===== src/rtl/mux_n_1_pipe.sv =====
// mux_n_1_pipe: pipelined N-to-1 word multiplexer with valid/ready handshake and flush.
//
// Stage 1 resolves the low select bits inside every group of 2**LO_W inputs and
// registers one word per group, plus the high select bits and an in-range flag.
// Stage 2 resolves the high select bits and registers the final word, which is
// forced to zero for a select >= NUM_INPUTS. Latency is 2 cycles and throughput
// is one word per cycle.
//
// Ports:
//   clock      in   rising-edge clock
//   reset_n    in   synchronous reset, active low
//   flush      in   squash both stages; blocks the input for this cycle
//   in_valid   in   select/data_in valid
//   in_ready   out  block accepts this cycle
//   select     in   input index, SEL_W bits
//   data_in    in   input i at [i*WIDTH +: WIDTH]
//   out_valid  out  data_out valid
//   sel_err    out  (only with MUX_SEL_ERR_EN) accepted select was out of range
//   out_ready  in   downstream accepts
//   data_out   out  selected word
//
// Optional feature: define MUX_SEL_ERR_EN to add the sel_err output.

module mux_n_1_pipe #(
    parameter int unsigned NUM_INPUTS = 32,
    parameter int unsigned WIDTH      = 32,
    localparam int unsigned SEL_W     = $clog2(NUM_INPUTS)
) (
    input  logic                        clock,
    input  logic                        reset_n,
    input  logic                        flush,
    input  logic                        in_valid,
    output logic                        in_ready,
    input  logic [SEL_W-1:0]            select,
    input  logic [NUM_INPUTS*WIDTH-1:0] data_in,
    output logic                        out_valid,
`ifdef MUX_SEL_ERR_EN
    output logic                        sel_err,
`endif
    input  logic                        out_ready,
    output logic [WIDTH-1:0]            data_out
);

    localparam int unsigned LO_W       = SEL_W / 2;
    localparam int unsigned HI_W       = SEL_W - LO_W;
    localparam int unsigned NUM_GROUPS = 1 << HI_W;
    localparam int unsigned GROUP_SIZE = 1 << LO_W;
    localparam int unsigned PAD_W      = NUM_GROUPS * GROUP_SIZE * WIDTH;

    // Handshake
    logic s2_ready;
    logic s1_ready;
    logic s1_load;
    logic s2_load;

    // Stage 1 state
    logic                  s1_valid_q, s1_valid_d;
    logic [WIDTH-1:0]      s1_word_q [NUM_GROUPS];
    logic [WIDTH-1:0]      s1_word_d [NUM_GROUPS];
    logic [HI_W-1:0]       s1_hi_q, s1_hi_d;
    logic                  s1_ok_q, s1_ok_d;

    // Stage 2 state
    logic                  s2_valid_q, s2_valid_d;
    logic [WIDTH-1:0]      data_out_q, data_out_d;
`ifdef MUX_SEL_ERR_EN
    logic                  sel_err_q, sel_err_d;
`endif

    // Stage 1 select tree
    logic [PAD_W-1:0]      data_pad;
    logic [WIDTH-1:0]      grp_word [NUM_GROUPS];
    logic [31:0]           lo_idx;
    logic [HI_W-1:0]       sel_hi;
    logic                  sel_ok;

    // Zero-pad to a full power-of-two input count so unused group slots read 0.
    assign data_pad = PAD_W'(data_in);
    assign sel_hi   = select[SEL_W-1:LO_W];
    assign sel_ok   = (32'(select) < NUM_INPUTS);

    always_comb begin
        // Masking instead of slicing keeps LO_W == 0 legal.
        lo_idx = 32'(select) & (GROUP_SIZE - 1);
        for (int g = 0; g < NUM_GROUPS; g++) begin
            grp_word[g] = data_pad[(g * GROUP_SIZE + lo_idx) * WIDTH +: WIDTH];
        end
    end

    // A stage may load when it is empty or its content leaves this cycle.
    always_comb begin
        s2_ready = ~s2_valid_q | out_ready;
        s1_ready = ~s1_valid_q | s2_ready;
        in_ready = s1_ready & ~flush;
        s1_load  = in_valid & in_ready;
        s2_load  = s1_valid_q & s2_ready & ~flush;
    end

    // Stage 1 next state
    always_comb begin
        s1_valid_d = s1_valid_q;
        s1_word_d  = s1_word_q;
        s1_hi_d    = s1_hi_q;
        s1_ok_d    = s1_ok_q;
        if (flush) begin
            s1_valid_d = 1'b0;
        end else if (s1_ready) begin
            s1_valid_d = in_valid;
        end
        if (s1_load) begin
            s1_word_d = grp_word;
            s1_hi_d   = sel_hi;
            s1_ok_d   = sel_ok;
        end
    end

    // Stage 2 next state
    always_comb begin
        s2_valid_d = s2_valid_q;
        data_out_d = data_out_q;
`ifdef MUX_SEL_ERR_EN
        sel_err_d  = sel_err_q;
`endif
        if (flush) begin
            s2_valid_d = 1'b0;
        end else if (s2_ready) begin
            s2_valid_d = s1_valid_q;
        end
        if (s2_load) begin
            data_out_d = s1_ok_q ? s1_word_q[s1_hi_q] : '0;
`ifdef MUX_SEL_ERR_EN
            sel_err_d  = ~s1_ok_q;
`endif
        end
    end

    always_ff @(posedge clock) begin
        if (!reset_n) begin
            s1_valid_q <= 1'b0;
            s1_word_q  <= '{default: '0};
            s1_hi_q    <= '0;
            s1_ok_q    <= 1'b0;
            s2_valid_q <= 1'b0;
            data_out_q <= '0;
`ifdef MUX_SEL_ERR_EN
            sel_err_q  <= 1'b0;
`endif
        end else begin
            s1_valid_q <= s1_valid_d;
            s1_word_q  <= s1_word_d;
            s1_hi_q    <= s1_hi_d;
            s1_ok_q    <= s1_ok_d;
            s2_valid_q <= s2_valid_d;
            data_out_q <= data_out_d;
`ifdef MUX_SEL_ERR_EN
            sel_err_q  <= sel_err_d;
`endif
        end
    end

    assign out_valid = s2_valid_q;
    assign data_out  = data_out_q;
`ifdef MUX_SEL_ERR_EN
    assign sel_err   = sel_err_q;
`endif

endmodule

===== config.mk =====
export PLATFORM = sky130hd
export DESIGN_NAME = mux_n_1_pipe
export DESIGN_NICKNAME = d
export VERILOG_FILES = /design/src/rtl/mux_n_1_pipe.sv
export SDC_FILE = /design/constraint.sdc
export NUM_CORES = 1
export LEC_CHECK = 0
export BUFFER_PORTS_ARGS = -buffer_cell sky130_fd_sc_hd__clkbuf_2
export CAP_MARGIN = 20
export CORE_AREA = 10 10 407 409
export DETAILED_ROUTE_END_ITERATION = 12
export DIE_AREA = 0 0 417 419
export MAX_ROUTING_LAYER = met4
export PLACE_DENSITY = 0.32
export SYNTH_ARGS = -nofsm -noshare
export SYNTH_HDL_FRONTEND = slang
export SYNTH_SLANG_ARGS = --single-unit

===== constraint.sdc =====
create_clock -name clock -period 3.3 [get_ports clock]
set_input_delay 0.165 -clock clock [delete_from_list [all_inputs] [get_ports clock]]
set_output_delay 0.165 -clock clock [all_outputs]
set_load 0.005 [all_outputs]

Word level (Yosys, flattened, before mapping)
Cells that the tools add are included.

cells by class
  $add $sub $neg = 7
  magnitude comparators = 1
  shifts and indexed selects = 8
  mux-type cells = 4
  bitwise logic cells = 11
  reductions and logical operators = 1

operators by type and width
  operator                                                  number
  indexed part select 1024 x 12 -> 32 bit                   4
  indexed part select 1024 x 11 -> 32 bit                   2
  indexed part select 1024 x 10 -> 32 bit                   1
  indexed part select 1024 x 8 -> 32 bit                    1
  binary-select mux 32 bit (select 3 bit)                   1
  2-to-1 mux 32 bit                                         3
  adder 5 x 2 -> 6 bit, first input constant                4
  adder 4 x 2 -> 5 bit, first input constant                2
  adder 3 x 2 -> 4 bit, first input constant                1
  AND 1 bit                                                 4
  greater-or-equal comparator 4 bit, second input constant  1
  inverter 1 bit                                            4
  inverter 3 -> 4 bit                                       1
  OR 1 bit                                                  2
  OR reduction 2 bit                                        1

storage, ports and cells
  register bits = 294
  input port bits = 1034
  word-level logic and storage cells = 45

Longest topological paths before layout
  word-level depth = 5
  depth in mapped cells = 8

Worst setup path before layout
Ideal clock, no wire load.

  kind = register -> register
  start point = register s1_hi_q[0]
  end point = register data_out_q[30], in the netlist data_out[30]
  arrival = 1549 ps
  required time = 3172 ps
  path slack = 1623 ps
  cell stages (with the launch flop) = 8
  period minus slack after synthesis = 1677 ps
  path through = dfxtp_1 -> buf_4 -> buf_6 -> buf_4 -> mux4_2 -> mux2i_1 -> a2bb2oi_1 -> nor2_1

between the ends
  word-level cells in the longest chain between the ends = 5

RTL lines
  what                                                  RTL line  text
  start: declaration                                    60        logic [HI_W-1:0] s1_hi_q, s1_hi_d;
  start signal: assignment                              151       s1_hi_q <= s1_hi_d;
  inverter 3 -> 4 bit (implied by the code)             130       data_out_d = s1_ok_q ? s1_word_q[s1_hi_q] : '0;
  binary-select mux 32 bit (select 3 bit)               130
  2-to-1 mux 32 bit (implied by the code) (2 in a row)  130
  2-to-1 mux 32 bit                                     130
  end signal: assignment                                154       data_out_q <= data_out_d;
  end: declaration                                      65        logic [WIDTH-1:0] data_out_q, data_out_d;

No other way between the ends. The select of a mux whose other input is x is not followed.
A chain may end at the register's enable or synchronous reset.

Worst setup path in the final report
  start point = register s1_hi_q[1]
  end point = register data_out_q[14], in the netlist data_out[14]

Same word-level chain as after synthesis.

==> results.md <==
- Fmax: 0.4198 GHz
- Final WL: 130900 um
- Clock Skew: 0.04362 ns
- Initial DRC Count: 976
- CTS Buffer Depth: 3
- Final Hold Fails: 0
- Cell count after synthesis: 1777
- Final design utilization: 0.1781
- FILL cells: 17801
- CTS sink cnt: 294
- Final ANT Viol Nets: 0
- Clock root cell: clkbuf_16
- CP max-delay cell: or2_2
- Largest net degree at the start of global routing: 107
- Unrepaired setup endpoints after global routing: no
- DIE HEIGHT: 419 um
- Share of cells above drive strength 1: 0.5446
- Core area: 0.1575 sq mm
- Fin. max-slew vios: 0
- Clk pin slew, worst setup/hold paths: 0.06 ns
- PortBufs: 1067
- Clock Latency Late Sink: 0.62 ns
- Post-Syn Area: 0.01818 sq mm
- Worst Path Class, Setup: flop to flop
- Final TNS setup: 0 ns
- Hold crit path type: input port to flop
- Sequential area share after synthesis: 0.3237
- Critical Path AT: 2.92 ns
- WP data required: 3.84 ns
- Final setup vio count: 0
- H-tree depth: 2
- Antenna violations before repair: 27
- Synth Warn #: 0
- GRT Overall Usage: 0.1470
- Site Rows: 146
- Congestion Overflow GR: 0
- Syn nets: 2811
- First-pass GRT wire length: 174400 um
- Peak supply drop: 0.0003365 V
- Initial Util: 0.1155
- Fin cells: 4953
- Worst-margin pin slew: 1.039 ns
- DPL Wire Length: 111300 um
- Area Growth Syn to Fin: 54.26%
- Crit-path cells: or2_2, o22ai_1, or3_1, a21oi_1
- CP top delay family: simple AND/OR/NAND/NOR gates
- Via count: 18781
- Yosys cell types: 23
- Crit path buf inv count: 0
- Hold buffer count at CTS: 62
- Post-CTS Setup Inserts: 0
- CTS resizes: 0
- CP max FO: 31
- Synth area leaders: mux4_2 36%, dfxtp_1 32%, nand2_1 11%, a21oi_1 8.0%, mux2_2 3.8%
- Die W: 417 um
- PwrDens: 397.2 mW/mm^2
- Synth Register Bits: 294
- CP peak stage delay: 0.77 ns
- Vias in the first global route: 20734
- CTS Buf Count: 43
- Drc violations: 0
- Setup WS post-layout: 0.9180 ns
- Initial DRT Pass Iterations: 5
- Die area: 0.1747 sq mm
- Routed WL per cell: 26.43 um
- Crit path launch type: flop
- Placed cell count: 4800
- Status: complete, no violations
- Syn avg cell area: 10.23 sq um
- MaxCap Viol Count: 0
- Max-slew headroom at the worst pin: 0.3074
- Worst setup EP type: flop
- Final period util: 0.7218
- Min Tclk post-route: 2.382 ns
- Area share of the largest cell type after synthesis: 0.3580
- Nets: 3869
- Post-DR vias/cell: 3.792
- Leakage: 11.47 nW
- Setup WS pre-CTS: 0.8739 ns
- Ports: 1068
- CTS tree: built
- Area leader, netlist: mux4_2
- GP Congestion: 0.8539
-- final timing paths --
kind                               startpoint             end  cells after the start  slack [ns]
worst min-delay path             data_in[378]  s1_word_q[186]                      4        0.05
worst max-delay path               s1_hi_q[1]    data_out[14]                      4        0.92
worst min register to register  s1_word_q[63]   s1_word_q[63]                      2        0.45
worst max register to register     s1_hi_q[1]    data_out[14]                      4        0.92
-- cell usage in the layout (no fill, tap or decap), drive strengths merged --
cell,netlist,routed
clkbuf,77,1124
nand2,549,549
dfxtp,294,294
a21oi,292,292
mux4,289,289
buf,101,65
mux2,62,62
dlygate4sd3,0,62
nor2b,32,32
o22ai,31,31
or3,31,31
diode,0,13
clkinv,0,12
nor2,6,6
inv,2,5
bufinv,0,3
nand2b,3,3
or2,2,2
a211oi,1,1
a211o,1,1
mux2i,1,1
or3b,1,1
a2bb2oi,1,1
clkinvlp,0,1
-- where the power goes --
group | switching (W) | total [W] | internal, W | leakage, nW
clock | 0.00196 | 0.00482 | 0.00285 | 0.714
combinational | 0.00112 | 0.00242 | 0.00129 | 8.36
sequential | 0.000182 | 0.00391 | 0.00373 | 2.40
total | 0.00327 | 0.0111 | 0.00787 | 11.5
-- sequential cells by signal, indices dropped and copies added (netlist names) --
signal,count
data_out,32
out_valid,1
s1_hi_q,3
s1_ok_q,1
s1_valid_q,1
s1_word_q,256
-- logic make-up (layout without fill, tap and decap cells) --
logic type	after synthesis	after routing	share of synthesized area
compound gates	326	326	0.09269
flops	294	294	0.3237
mux	352	352	0.3969
simple gates	624	624	0.1386
other cells	0	13	0
buf+inv	181	1272	0.04810
-- cell usage after synthesis (all sizes together) --
master / instances
nand2b: 3
a21oi: 292
a211o: 1
mux4: 289
or2: 2
dfxtp: 294
o22ai: 31
or3: 31
buf: 101
a2bb2oi: 1
dlygate4sd1: 1
inv: 2
mux2i: 1
nor2b: 32
nor2: 6
clkbuf: 77
mux2: 62
or3b: 1
a211oi: 1
nand2: 549
-- metal layers --
layer	share of wire	up-vias	routed length [um]	global-route usage
li1	-	8688	-	-
met1	0.40	9416	53000	0.1693
met2	0.54	597	70750	0.2707
met3	0.040	80	5284	0.02219
met4	0.014	0	1898	0.02580
met5	0	-	0	-
-- area by class of cell --
class,count,area (sq um),area share
repair buffers,1192,6629,0.2363
inverters,2,15.01,0.0005353
flip-flops and latches,294,5894,0.2102
clock buffers,59,1226,0.04372
diodes,13,32.53,0.001160
clock inverters,19,217.7,0.007762
multi-input cells,1302,11440,0.4079
well taps,2072,2592,0.09243
-- tightest hold or removal path, delay by kind of cell --
| family | cells | cell delay [ns] |
|---|---|---|
| multiplexers | 1 | 0.22 |
| AO/OA/AOI/OAI | 1 | 0.10 |
| buffers and inverters | 1 | 0.07 |
| AND/OR/NAND/NOR | 1 | 0.05 |
-- stage by stage --
stage / power (W) / hold slack (ns) / instance area [sq um]
after floorplan: 0.005070 / 0.2824 / 18180
after global placement: 0.006411 / 0.3989 / 25950
after detailed placement: 0.006426 / 0.4022 / 25950
after CTS: 0.01152 / 0.0008416 / 28020
after global routing: 0.01178 / 0.03399 / 28040
final: 0.01114 / 0.04553 / 28050
(Power assumes the default switching activity.)
